==> src/rtl/fetch_pkg.sv <==
// ---------------------------------------------------------------------------
// fetch_pkg
// Shared definitions for the instruction prefetch stage:
//   FETCH_XLEN      address / instruction width
//   FETCH_RESET_PC  default first fetch address after reset
//   ST_*            fetch FSM state encoding
//   fetch_entry_t   one buffered fetch: {pc, instr}
// ---------------------------------------------------------------------------
package fetch_pkg;

   localparam int                    FETCH_XLEN     = 32;
   localparam logic [FETCH_XLEN-1:0] FETCH_RESET_PC = 32'h0000_0000;

   localparam logic [1:0] ST_IDLE    = 2'd0;  // may issue a request
   localparam logic [1:0] ST_WAIT    = 2'd1;  // one request outstanding, keep its data
   localparam logic [1:0] ST_DISCARD = 2'd2;  // one request outstanding, drop its data

   typedef struct packed {
      logic [FETCH_XLEN-1:0] pc;
      logic [FETCH_XLEN-1:0] instr;
   } fetch_entry_t;

endpackage

==> src/rtl/fetch_fifo.sv <==
// ---------------------------------------------------------------------------
// fetch_fifo
// Synchronous FIFO holding fetched {pc, instr} entries.
//   clk, rst_n   clock / async active-low reset
//   i_push       write i_wdata at tail (caller guarantees a free slot)
//   i_pop        drop head entry (ignored when empty)
//   i_flush      discard all entries; wins over push and pop
//   o_empty      no entries held
//   o_count      number of entries held (0..DEPTH)
//   o_head       head entry, read straight from registered storage
// ---------------------------------------------------------------------------
module fetch_fifo
   import fetch_pkg::*;
#(
   parameter int DEPTH = 4,
   parameter int W     = 2*FETCH_XLEN,
   localparam int AW   = $clog2(DEPTH)
) (
   input  logic          clk,
   input  logic          rst_n,
   input  logic          i_push,
   input  logic [W-1:0]  i_wdata,
   input  logic          i_pop,
   input  logic          i_flush,
   output logic          o_empty,
   output logic [AW:0]   o_count,
   output logic [W-1:0]  o_head
);

   logic [W-1:0]  r_mem [DEPTH];
   logic [AW-1:0] r_wr_ptr, r_rd_ptr;
   logic [AW:0]   r_count;
   logic          w_pop_ok;

   assign w_pop_ok = i_pop & (r_count != '0);

   always_ff @(posedge clk or negedge rst_n) begin
      if (!rst_n) begin
         r_wr_ptr <= '0;
         r_rd_ptr <= '0;
         r_count  <= '0;
         for (int i = 0; i < DEPTH; i++) r_mem[i] <= '0;
      end else if (i_flush) begin
         r_wr_ptr <= '0;
         r_rd_ptr <= '0;
         r_count  <= '0;
      end else begin
         if (i_push) begin
            r_mem[r_wr_ptr] <= i_wdata;
            r_wr_ptr        <= r_wr_ptr + 1'b1;
         end
         if (w_pop_ok) r_rd_ptr <= r_rd_ptr + 1'b1;
         case ({i_push, w_pop_ok})
            2'b10:   r_count <= r_count + 1'b1;
            2'b01:   r_count <= r_count - 1'b1;
            default: r_count <= r_count;
         endcase
      end
   end

   assign o_empty = (r_count == '0);
   assign o_count = r_count;
   assign o_head  = r_mem[r_rd_ptr];

endmodule

==> src/rtl/inst_fetch_unit.sv <==
// ---------------------------------------------------------------------------
// inst_fetch_unit
// Instruction prefetch stage: issues word fetches to a variable-latency
// memory (one outstanding), buffers returned words with their PC, and hands
// them to the core with valid/ready. A redirect flushes the buffer and
// restarts fetch at the new target.
//   clk, reset              clock / async active-low reset
//   redirect, redirect_pc   restart fetch at redirect_pc (low 2 bits ignored)
//   mem_req_*               fetch request handshake (valid/ready/addr)
//   mem_rsp_valid/_data     in-order response, one per accepted request
//   inst_valid/_ready       head-of-buffer handshake to the core
//   inst_pc, inst_data      head entry
// XLEN must match FETCH_XLEN since the buffered entry type comes from fetch_pkg.
// ---------------------------------------------------------------------------
module inst_fetch_unit
   import fetch_pkg::*;
#(
   parameter int              XLEN     = FETCH_XLEN,
   parameter int              DEPTH    = 4,
   parameter logic [XLEN-1:0] RESET_PC = FETCH_RESET_PC
) (
   input  logic            clk,
   input  logic            reset,
   input  logic            redirect,
   input  logic [XLEN-1:0] redirect_pc,
   output logic            mem_req_valid,
   input  logic            mem_req_ready,
   output logic [XLEN-1:0] mem_req_addr,
   input  logic            mem_rsp_valid,
   input  logic [XLEN-1:0] mem_rsp_data,
   output logic            inst_valid,
   input  logic            inst_ready,
   output logic [XLEN-1:0] inst_pc,
   output logic [XLEN-1:0] inst_data
);

   localparam int              AW      = $clog2(DEPTH);
   localparam logic [AW:0]     LP_DEPTH = (AW+1)'(DEPTH);

   logic [1:0]      r_state, w_state_nxt;
   logic [XLEN-1:0] r_fetch_pc, w_fetch_pc_nxt;
   logic [XLEN-1:0] r_hold_addr, w_hold_nxt;   // address of a request held up across a redirect
   logic            r_pend, w_pend_nxt;        // held request belongs to a superseded stream
   logic [XLEN-1:0] r_req_pc;                  // PC of the outstanding request
   logic            r_run;                     // keeps requests off while reset is asserted
   logic            w_req_fire, w_push, w_pop, w_empty;
   logic [AW:0]     w_count;
   logic [XLEN-1:0] w_target;
   fetch_entry_t    w_wentry, w_head;
   logic            w_unused_bits;

   assign w_target      = {redirect_pc[XLEN-1:2], 2'b00};
   assign w_unused_bits = ^redirect_pc[1:0];

   // In IDLE nothing is outstanding, so the credit check is just count < DEPTH.
   // count can only fall while in IDLE, so valid stays up until accepted.
   assign mem_req_valid = r_run & (r_state == ST_IDLE) & (w_count < LP_DEPTH);
   assign mem_req_addr  = r_pend ? r_hold_addr : r_fetch_pc;
   assign w_req_fire    = mem_req_valid & mem_req_ready;

   assign w_push = (r_state == ST_WAIT) & mem_rsp_valid & ~redirect;
   assign w_pop  = inst_valid & inst_ready & ~redirect;

   always_comb begin
      w_state_nxt    = r_state;
      w_fetch_pc_nxt = r_fetch_pc;
      w_pend_nxt     = r_pend;
      w_hold_nxt     = r_hold_addr;
      case (r_state)
         ST_IDLE: if (w_req_fire) begin
            // A request accepted after (or on) a redirect is stale: drop its data
            // and leave fetch_pc pointing at the redirect target.
            w_state_nxt = (r_pend | redirect) ? ST_DISCARD : ST_WAIT;
            if (!r_pend) w_fetch_pc_nxt = r_fetch_pc + XLEN'(4);
            w_pend_nxt  = 1'b0;
         end
         ST_WAIT:    if (mem_rsp_valid) w_state_nxt = ST_IDLE;
         ST_DISCARD: if (mem_rsp_valid) w_state_nxt = ST_IDLE;
         default:    w_state_nxt = ST_IDLE;
      endcase
      if (redirect) begin
         w_fetch_pc_nxt = w_target;
         // Latch the visible request so its address holds while it waits.
         if (r_state == ST_IDLE && mem_req_valid && !mem_req_ready && !r_pend) begin
            w_pend_nxt = 1'b1;
            w_hold_nxt = r_fetch_pc;
         end
         // If the response lands on the redirect edge it is simply dropped and
         // nothing is left outstanding.
         if (r_state == ST_WAIT && !mem_rsp_valid) w_state_nxt = ST_DISCARD;
      end
   end

   always_ff @(posedge clk or negedge reset) begin
      if (!reset) begin
         r_state     <= ST_IDLE;
         r_fetch_pc  <= RESET_PC;
         r_hold_addr <= RESET_PC;
         r_pend      <= 1'b0;
         r_req_pc    <= '0;
         r_run       <= 1'b0;
      end else begin
         r_state     <= w_state_nxt;
         r_fetch_pc  <= w_fetch_pc_nxt;
         r_hold_addr <= w_hold_nxt;
         r_pend      <= w_pend_nxt;
         r_run       <= 1'b1;
         if (w_req_fire) r_req_pc <= mem_req_addr;
      end
   end

   assign w_wentry = '{pc: r_req_pc, instr: mem_rsp_data};

   fetch_fifo #(
      .DEPTH (DEPTH),
      .W     ($bits(fetch_entry_t))
   ) u_fifo (
      .clk     (clk),
      .rst_n   (reset),
      .i_push  (w_push),
      .i_wdata (w_wentry),
      .i_pop   (w_pop),
      .i_flush (redirect),
      .o_empty (w_empty),
      .o_count (w_count),
      .o_head  (w_head)
   );

   assign inst_valid = ~w_empty;
   assign inst_pc    = w_head.pc;
   assign inst_data  = w_head.instr;

endmodule

==> config.mk <==
export PLATFORM = sky130hd
export DESIGN_NAME = inst_fetch_unit
export DESIGN_NICKNAME = d
export VERILOG_FILES = /design/src/rtl/fetch_pkg.sv /design/src/rtl/fetch_fifo.sv /design/src/rtl/inst_fetch_unit.sv
export SDC_FILE = /design/constraint.sdc
export NUM_CORES = 1
export LEC_CHECK = 0
export ABC_AREA = 0
export CAP_MARGIN = 20
export CORE_UTILIZATION = 60
export CTS_BUF_LIST = sky130_fd_sc_hd__clkbuf_2
export CTS_CLUSTER_SIZE = 25
export DETAILED_ROUTE_END_ITERATION = 7
export PLACE_DENSITY_LB_ADDON = 0.15
export SLEW_MARGIN = 0
export SYNTH_ARGS = -nofsm -noshare
export SYNTH_HDL_FRONTEND = slang
export SYNTH_SLANG_ARGS = --single-unit
==> constraint.sdc <==
create_clock -name clk -period 5.84 [get_ports clk]
set_input_delay 0.584 -clock clk [delete_from_list [all_inputs] [get_ports clk]]
set_output_delay 0.584 -clock clk [all_outputs]
set_load 0.005 [all_outputs]
==> results of run 1 <==
kinds of logic after synthesis:
| family | count (synthesis) |
|---|---|
| xor+xnor | 15 |
| other cells | 2 |
| fa+ha+maj | 9 |
| mux | 367 |
| flops | 349 |
| simple gates | 228 |
| compound gates | 58 |
| buf+inv | 83 |
stage by stage:
| step | hold slack [ns] | area, sq um |
|---|---|---|
| after CTS | 0.194 | 18200 |
| after detailed placement | 0.487 | 17500 |
| after global placement | 0.481 | 17500 |
| after floorplan | 0.288 | 15600 |
| final | 0.279 | 18200 |
| after global routing | 0.235 | 18200 |
worst min-delay path: stages:
cell             delay, ns
clkdlybuf4s50_1       0.39
nand2_1               0.06
o21ai_0               0.07
final timing paths:
kind,from,end,slack [ns],cells past startpoint
worst min-delay path,redirect_pc[13],r_fetch_pc[13],0.28,3
min in group asynchronous,reset,u_fifo.r_mem[216],0.36,2
worst max register to register,r_state[1],r_fetch_pc[22],2.71,6
worst min register to register,u_fifo.r_mem[83],u_fifo.r_mem[83],0.51,1
max in group asynchronous,reset,u_fifo.r_mem[197],4.19,3
worst max-delay path,u_fifo.r_rd_ptr[0],inst_pc[26],1.79,3
placed cells by master, fill, tap and decap left out, drive strengths merged, types with 15 or more instances in the layout:
master         count
dfrtp            349
mux2             303
clkdlybuf4s50    160
nand2            128
clkbuf           126
mux4              62
nor2              24
o21ai             23
or4               16
nand3             15
layout make-up:
cell class                 instances  area (sq um)  share of cell area
multi-input combinational        682          6600               0.362
tap                              330           413              0.0227
inverter                          12          45.0             0.00247
clock inverter                    13          76.3             0.00419
sequential                       349          8740               0.480
antenna                            2          5.00            0.000275
clock buffer                     126           631              0.0346
timing repair buffer             172          1710              0.0941
sequential cells by signal (all words and copies together), names as in the netlist:
name	cells
u_fifo.r_mem	248
r_fetch_pc	30
u_fifo.r_rd_ptr	2
r_run	1
u_fifo.o_count	3
r_pend	1
u_fifo.r_wr_ptr	2
r_state	2
r_hold_addr	30
r_req_pc	30
timing repair:
action,4_1_cts,5_1_grt
hold endpoints to repair,92,0
setup buffers,0,0
hold buffers,1,0
per-layer routing:
metal / track usage / wire length (um) / up-vias / share of wire
met5: 0 / 0 / - / 0
met4: 0.0803 / 522 / 0 / 0.016
met3: 0.0455 / 1740 / 46 / 0.054
met2: 0.393 / 15600 / 299 / 0.49
met1: 0.362 / 14200 / 4988 / 0.44
li1: - / - / 4465 / -
cells in the mapped netlist (2+ instances only):
cell       number  area, sq um
nor2_1         24         90.1
nand4_1         7         43.8
dfrtp_1       349         8730
inv_1          12         45.0
and3_1          2         12.5
buf_1          18         67.6
or2_2           2         12.5
clkbuf_1       47          176
nand2_1       128          480
nor3b_1         2         15.0
ha_1            8          100
mux2i_1         2         20.0
o21ai_0        23          115
or3_2           2         15.0
nor2b_1         2         12.5
conb_1          2         7.51
mux4_2         62         1400
o2bb2ai_1       2         17.5
a31oi_1        12         75.1
xor2_1          2         17.5
o211ai_1        4         30.0
nand3_1        15         75.1
a22oi_1         3         22.5
o31ai_1         9         67.6
nor3_1          7         35.0
or3_1           6         37.5
buf_4           4         30.0
or4_1          14          105
nand3b_1        2         15.0
nor4_1          4         25.0
mux2_2        303         3410
xnor2_1        13          114
power by group:
part | internal (mW) | switching, mW | total (mW)
clock network | 0.606 | 0.912 | 1.52
registers | 2.90 | 0.466 | 3.37
logic | 1.40 | 0.764 | 2.16
total | 4.91 | 2.14 | 7.05
==> parameters.txt, run 1 <==
Parameter                              Value

Status
  Result of the run ... completed

Global routing
  GRT Resource Usage Total ... 0.252
  First-pass GRT wire length ... between 50 and 60 mm
  Largest net degree at the start of global routing ... about 100
  Number of global-route vias before repair ... 10.1k
  Antenna violations before repair ... 1
  Total gr overflow ... 0

Logic synthesis
  Post-synth cell types ... between 50 and 60
  Post-Synthesis Cell Area ... 15,600 sq um
  Syn Area/Cell ... 14.1 sq um
  Compound-Gate Fraction of Synth Area ... 0.0235
  Main flop type after synthesis ... dfrtp_1
  Parity-gate share of the synthesized area counting xor and xnor cells ... 0.00841
  Number of synthesized register bits ... 349
  Gate count after technology mapping ... 1,111
  Post-synth EDFFs ... 0
  Synthesis warning total ... 0
  Async set or reset register ratio after synthesis ... 1.00
  Adder and majority cell fraction of the synthesized area ... 0.00769
  Simple-gate share of the synthesized area ... 0.0704
  Dominant combinational cell family by area after synthesis ... multiplexers
  Share of synthesized area spent on multiplexers ... 0.309
  Fraction of the yosys area taken by sequential cells ... 0.559

Detailed routing
  Final antenna-violating net count ... 0
  DRC ... 0
  DRT Wirelength ... ~32 mm
  First drt pass iteration count ... 5
  DRC violation total after the first TritonRoute iteration ... approximately 590
  Via density ... a little under 6
  Average detailed-routed wire length per instance ... 19.0 um
  Via Count ... slightly below 10k

STA
  Endpoints failing hold ... 0
  Setup repair after global routing missed its margin ... false
  Setup-failing EPs final ... 0
  Worst slew slack as a fraction of its limit ... 0.307
  Worst Max-Slew Pin Slew ... a little over 1 ns
  Min Tclk post-route ... roughly 4.1 ns
  Top achievable clock speed ... around 250 MHz
  Sum Neg Setup Slack ... 0 ns
  Max-slew violation count ... 0
  Period utilisation layout ... 0.694
  Final setup slack of the worst path ... about 1.8 ns
  Largest clock skew in the final design ... approximately 0.047 ns

Worst setup path
  Critical path arrival ... between 3 and 4 ns
  Crit path launch type ... flop
  Buffers & Inverters on Critical Path ... 2
  Top Family by Delay on Critical Path ... flip-flops
  Cell with the biggest individual delay on the critical path ... dfrtp_4
  Highest fanout seen on the critical path ... 48
  Crit path required time ... 5.26 ns
  List of cells traversed by the critical path ... buf_4 -> mux4_2 -> clkdlybuf4s50_1
  Endpoint type of the worst setup path ... primary output
  Critical path start-end classification ... reg2out
  Largest stage delay, worst path ... approximately 1.1 ns

Finish
  Area growth from synthesis to layout ... 16.6%
  Post-layout utilization of the core ... 0.719
  Filler cell count in the final layout ... ~1.8k
  Layout cell share with drive strength beyond 1 ... 0.385
  Fin nets ... approximately 1.4k
  Non-filler instance count after layout ... approximately 1.7k

Pwr
  Total design power ... a little over 7 mW
  Worst vdd ir ... between 0.2 and 0.25 mV
  Power density over the cells ... ~390 nW/um^2
  Leakage power total ... roughly 8.6 nW

Die
  Die boundary height ... ~160 um
  Placeable Area ... 25,300 sq um
  Top-Level Pins ... 168
  Die Width ... around 160 um
  Total number of placement rows ... slightly below 60
  Floorplan die area ... approximately 27,000 sq um
  Initial Utilization ... 0.617

Clock network
  H-tree Lvls ... 3
  Root Buffer ... clkbuf_2
  Clk sink count ... between 300 and 400
  Post-cts gate resize count ... 0
  Clock latency on the worst-skew pair ... 0.85 ns
  Clock-pin slew on the worst setup and hold paths ... around 0.12 ns
  Number of buffers created by CTS ... around 90
  TritonCTS clock tree ... yes
  Maximum clock insertion buffer count ... 3

Place
  Placed Cells incl. Taps ... around 1.5k
  Minimum setup slack after placement ... roughly 2.4 ns
  Detailed placement HPWL ... 19.4 mm
  Final Wtd Congestion ... between 0.8 and 0.9
  Quantity of I/O buffers inserted on ports ... 161

Run
  Max Cap Violations ... 0

Worst hold path
  Hold Path Class ... in2reg
Power figures use the tool's default switching activity.
==> run 2: changes to the inputs <==
--- a/config.mk
+++ b/config.mk
@@ -7,7 +7,7 @@
 export LEC_CHECK = 0
 export ABC_AREA = 0
 export CAP_MARGIN = 20
-export CORE_UTILIZATION = 60
+export CORE_UTILIZATION = 59
 export CTS_BUF_LIST = sky130_fd_sc_hd__clkbuf_2
 export CTS_CLUSTER_SIZE = 25
 export DETAILED_ROUTE_END_ITERATION = 7
==> constraint.sdc (replaced) <==
create_clock -name clk -period 3.8 [get_ports clk]
set_input_delay 0.38 -clock clk [delete_from_list [all_inputs] [get_ports clk]]
set_output_delay 0.38 -clock clk [all_outputs]
set_load 0.005 [all_outputs]
==> run 2 against run 1 <==
  * First-iteration DRC count decreased by 14%
  * Power grew 57%
  * Critical path depth did not move
  * Combinational power rose by 59%
  * Clock power grew 66%
  * Sequential power increased by 52%
==> parameters.txt, run 2 (synthesis results as in run 1) <==
Parameter                              Value

Status
  Result of the run ... completed

Clock network
  Clock-pin slew on the worst setup and hold paths ... 0.11 ns (about the same)
  TritonCTS clock tree ... yes
  Clk sink count ... 349 (unchanged)
  Maximum clock insertion buffer count ... 3 (unchanged)
  H-tree Lvls ... 3 (unchanged)
  Post-cts gate resize count ... 0 (unchanged)
  Number of buffers created by CTS ... 90 (+2.3%)
  Number of setup buffers added after CTS ... 0 (unchanged)
  Root Buffer ... clkbuf_2
  Clock latency on the worst-skew pair ... 0.87 ns (+0.02 ns)

Worst setup path
  Minimum setup slack among reg-to-reg paths ... 1.02 ns (-1.69 ns)
  Critical path arrival ... 3.16 ns (-0.31 ns)
  Buffers & Inverters on Critical Path ... 2 (unchanged)
  Endpoint of the worst-slack reg-to-reg timing path ... u_fifo.r_mem[90]
  Cell with the biggest individual delay on the critical path ... dfrtp_4
  Largest stage delay, worst path ... 0.91 ns (-0.19 ns)
  Crit path launch type ... flop
  List of cells traversed by the critical path ... buf_4 -> mux4_2 -> clkdlybuf4s50_1
  Path depth of the worst reg2reg path ... 7 (+1)
  Top Family by Delay on Critical Path ... flip-flops
  Endpoint type of the worst setup path ... primary output
  Crit path required time ... 3.42 ns (-1.84 ns)
  Critical path start-end classification ... reg2out
  Origin of the critical flop-to-flop path ... r_state[1]
  Highest fanout seen on the critical path ... 33 (-31%)

Finish
  Most common cell after layout, fill and taps aside ... dfrtp_1
  Commonest cells after routing, fill and taps aside ... 347 x dfrtp_1, 303 x mux2_2, 160 x clkdlybuf4s50_1
  Filler cell count in the final layout ... 1,825 (+3.9%)
  Register with the most flip-flops ... u_fifo.r_mem
  Flip-flop count of the largest register after layout ... 248 (unchanged)
  Area growth from synthesis to layout ... 19.0%
  Post-layout utilization of the core ... 0.716 (-0.00368)
  Fin nets ... 1,409 (+1.8%)
  Layout cell share with drive strength beyond 1 ... 0.395 (+0.0102)

STA
  Worst Max-Slew Pin Slew ... 0.844 ns (-0.195 ns)
  Sum Neg Setup Slack ... 0 ns (unchanged)
  Largest clock skew in the final design ... 0.0629 ns (+0.0162 ns)
  Top achievable clock speed ... around 280 MHz
  Min Tclk post-route ... approximately 3.5 ns
  Setup repair after global routing missed its margin ... false
  Max-slew violation count ... 0 (unchanged)
  Worst slew slack as a fraction of its limit ... 0.437 (+0.130)
  Worst Hold Margin ... 0.0690 ns (-0.210 ns)
  Setup-failing EPs final ... 0 (unchanged)
  Period utilisation layout ... 0.931
  Endpoints failing hold ... 0 (unchanged)

Detailed routing
  DRC ... 0 (unchanged)
  Average detailed-routed wire length per instance ... 18.7 um (-1.5%)
  DRC violation total after the first TritonRoute iteration ... 510 (-14%)
  Via density ... 5.73 (-1.4%)
  Final antenna-violating net count ... 0 (unchanged)
  First drt pass iteration count ... 4 (-1)
  Via Count ... 9,893 (+0.97%)
  DRT Wirelength ... 32.3 mm (+0.79%)

Pwr
  Power density over the cells ... 596 nW/um^2 (+54%)
  Worst vdd ir ... 0.376 mV (+77%)
  Leakage power total ... 8.84 nW (+2.3%)

Die
  Floorplan die area ... 27,100 sq um (+1.7%)
  Initial Utilization ... 0.601 (-0.0156)
  Die boundary height ... 165 um (+0.84%)
  Die Width ... 165 um (+0.84%)
  Placeable Area ... 26,000 sq um (+2.6%)
  Top-Level Pins ... 168 (unchanged)
  Total number of placement rows ... 59 (+1.7%)

Run
  Max Cap Violations ... 0 (unchanged)

Global routing
  Total gr overflow ... 0 (unchanged)
  Antenna violations before repair ... 1 (unchanged)
  GRT Resource Usage Total ... 0.248 (-0.00385)
  Largest net degree at the start of global routing ... 111 (+8.8%)
  First-pass GRT wire length ... 52.1 mm (-0.68%)
  Number of global-route vias before repair ... 10.2k (+0.75%)

Place
  Quantity of I/O buffers inserted on ports ... 161 (unchanged)
  Detailed placement HPWL ... 20.5 mm (+5.7%)
  Final Wtd Congestion ... 0.831 (+1.3%)

Worst hold path
  Worst Hold Endpoint ... r_fetch_pc[14]
  Hold Path Class ... in2reg
  Hold path startpoint ... redirect_pc[14]
  Depth of the worst hold-timing path ... 3 (unchanged)
-- run 2: cell types whose count changed in the layout (fill, tap and decap cells not counted) --
cell and delta:
inv_2 -1, diode_2 -1, clkbuf_2 +12, dlygate4sd3_1 +8
clkinvlp_4 +1, bufinv_16 +1, buf_4 +8, buf_12 +7
-- run 2: final cells by class --
cell class	instances	area, sq um	share of cell area
antenna	1	2.50	0.000135
clock buffer	138	691	0.0371
clock inverter	14	110	0.00592
inverter	12	45.0	0.00242
multi-input combinational	682	6600	0.355
sequential	349	8740	0.470
tap	335	419	0.0225
timing repair buffer	195	1990	0.107
-- run 2: worst max-delay path by stage --
stage	slack [ns]	endpoint	start	depth (start not counted)
3_3_place_gp	0.92	u_fifo.r_mem[75]	mem_rsp_valid	6
3_5_place_dp	0.89	u_fifo.r_mem[82]	mem_rsp_valid	6
4_1_cts	0.11	inst_data[28]	u_fifo.r_rd_ptr[0]	3
6_report	0.26	inst_data[23]	u_fifo.r_rd_ptr[0]	3
2_1_floorplan	1.56	r_fetch_pc[24]	r_state[1]	8
5_1_grt	0.01	inst_data[25]	u_fifo.r_rd_ptr[0]	3
-- run 2: repair_timing --
action	4_1_cts	5_1_grt
endpoints found under the setup margin	0	0
hold endpoints to repair	112	0
hold buffers	9	0
-- run 2: where the power goes --
group	switching, mW	total (mW)	internal [mW]
Clock	1.45	2.52	1.08
Sequential	0.661	5.13	4.47
Combinational	1.24	3.43	2.19
Total	3.35	11.1	7.73
-- run 2: metrics by stage --
step           power, mW  area (sq um)  cells  worst slack [ns]
2_1_floorplan       6.89         15600   1114              1.56
3_3_place_gp        8.54         17700   1564             0.920
3_5_place_dp        8.65         17700   1564             0.886
4_1_cts             11.2         18600   1725             0.109
5_1_grt             11.8         18600   1726            0.0134
6_report            11.1         18600   1726             0.261
-- run 2: worst min-delay path: stages --
cell             delay (ns)
clkdlybuf4s50_1        0.40
nand2_1                0.07
nand3_1                0.06
-- run 2: routing by layer --
metal / GRT usage / vias to the layer above / part of all wire
met4: 0.0771 / 0 / 0.012
met3: 0.0462 / 33 / 0.047
met5: 0 / - / 0
li1: - / 4536 / -
met1: 0.346 / 5054 / 0.46
met2: 0.399 / 270 / 0.48
==> edit: new RTL, config.mk and constraints of run 2 <==
`DEPTH` is set to 4 in 2 places; all go to 8.
--- a/src/rtl/fetch_fifo.sv
+++ b/src/rtl/fetch_fifo.sv
@@ -13,5 +13,5 @@
    import fetch_pkg::*;
 #(
-   parameter int DEPTH = 4,
+   parameter int DEPTH = 8,
    parameter int W     = 2*FETCH_XLEN,
    localparam int AW   = $clog2(DEPTH)
--- a/src/rtl/inst_fetch_unit.sv
+++ b/src/rtl/inst_fetch_unit.sv
@@ -17,5 +17,5 @@
 #(
    parameter int              XLEN     = FETCH_XLEN,
-   parameter int              DEPTH    = 4,
+   parameter int              DEPTH    = 8,
    parameter logic [XLEN-1:0] RESET_PC = FETCH_RESET_PC
 ) (
Function: not settled (the Yosys comparison gave no result); the edit may change what the design does.
==> edit against run 2 <==
- synthesized area rose by 74%
- count of clock-buffer cells in the layout rose by 76
- die area rose by 73%
- worst setup slack got worse by 150 ps
- design area rose by 74%
- core utilization fell by 0.21 points
- sequential cell count rose by 251
- register-to-register slack improved by 80 ps
- power rose by 56%
- global-route usage rose by 3.3 points
- wire length rose by 94%
- hold slack improved by 180 ps
- cell count rose by 66%
- largest power group unchanged
==> edit: results <==
[placement]
io_buffer_count = 161
place_ws_ps = 803.5
globalplace.congestion = 0.8132
hpwl_um = 34420

[sta]
min_period_ps = 3691
finClkSkew_ps = 41.53
tightest_slew_ps = 848.0
whs_ps = 245.2

[route]
first_iter_violations = 1184
dr_wl_met2_um = 30680
dr_wl_met3_um = 3503
viasPerCell = 5.929
met1_length_um = 27600
drtPass1Iterations = 5
drt-wirelength-per-cell_um = 21.87

[power_and_ir_drop]
peakVddDrop_mv = 0.3330
p_leak_uw = 0.01562
switching_power_uw = 5363

[yosys]
synthMuxAreaShare_pct = 35.76
synthTopCellsByArea = "dfrtp_1 (55%), mux2_2 (25%), mux4_2 (10%)"
synth_compound_area_share_pct = 1.787
synth-adder-area-share_pct = 0.3684
synthCells = 1820
synth_xor_area_share_pct = 0.4191

[layout]
largest_reg_flops = 496
drive_gt1_share_pct = 47.25
fin_nets = 2251
instances_no_fill = 2872

[worst_hold_path]
min_from = "redirect_pc[7]"
whs_endpoint = "r_fetch_pc[7]"

[global_routing]
track_usage_pct = 28.11
met1_usage_pct = 38.34
use_met3_pct = 6.877
grt_pass1_wl_um = 100700
grt_pass1_vias = 18300
globalRouteMet2Util_pct = 44.55
grt_max_degree = 110

[cts]
ctsHtreeMaxLevel = 4
cts_made_buffers = 152
clock_latency_ps = 1260

[worst_setup_path]
worstPathMaxFanout = 9
rr_worst_depth = 6
max_stage_delay_ps = 500
crit_arrival_ps = 3310
cp-endpoint = "inst_pc[3]"
r2r_slack_ps = 1100
r2r_end = "r_fetch_pc[26]"

[status]
status = "complete, no violations"
-- edit: power by group through the flow --
stage	Clock [uW]	Combinational (uW)	Sequential, uW
2_1_floorplan	0	2730	7680
3_3_place_gp	0	4500	7930
3_5_place_dp	0	4570	8020
4_1_cts	4350	5030	7870
5_1_grt	4690	5570	8010
6_report	4210	5180	7890
-- edit: worst max-delay path, delay by kind of cell, from the launching register on --
family   cells  cell delay (ps)
buf+inv      5              860
flops        1              500
mux          2              720
-- edit: repair_timing --
action	CTS	global route
endpoints found under the setup margin	80	23
hold buffers	68	0
cloned	9	1
buffers inserted	17	19
endpoints found under the hold margin	895	0
resized for setup	66	53
-- edit: layout make-up --
type	count	area, um^2
antenna	1	2.502
fill	3095	13000
multi-input combinational	1086	11680
timing repair buffer	322	3587
inverter	11	41.29
sequential	600	15030
clock inverter	38	225.2
clock buffer	214	1071
tap	600	750.7
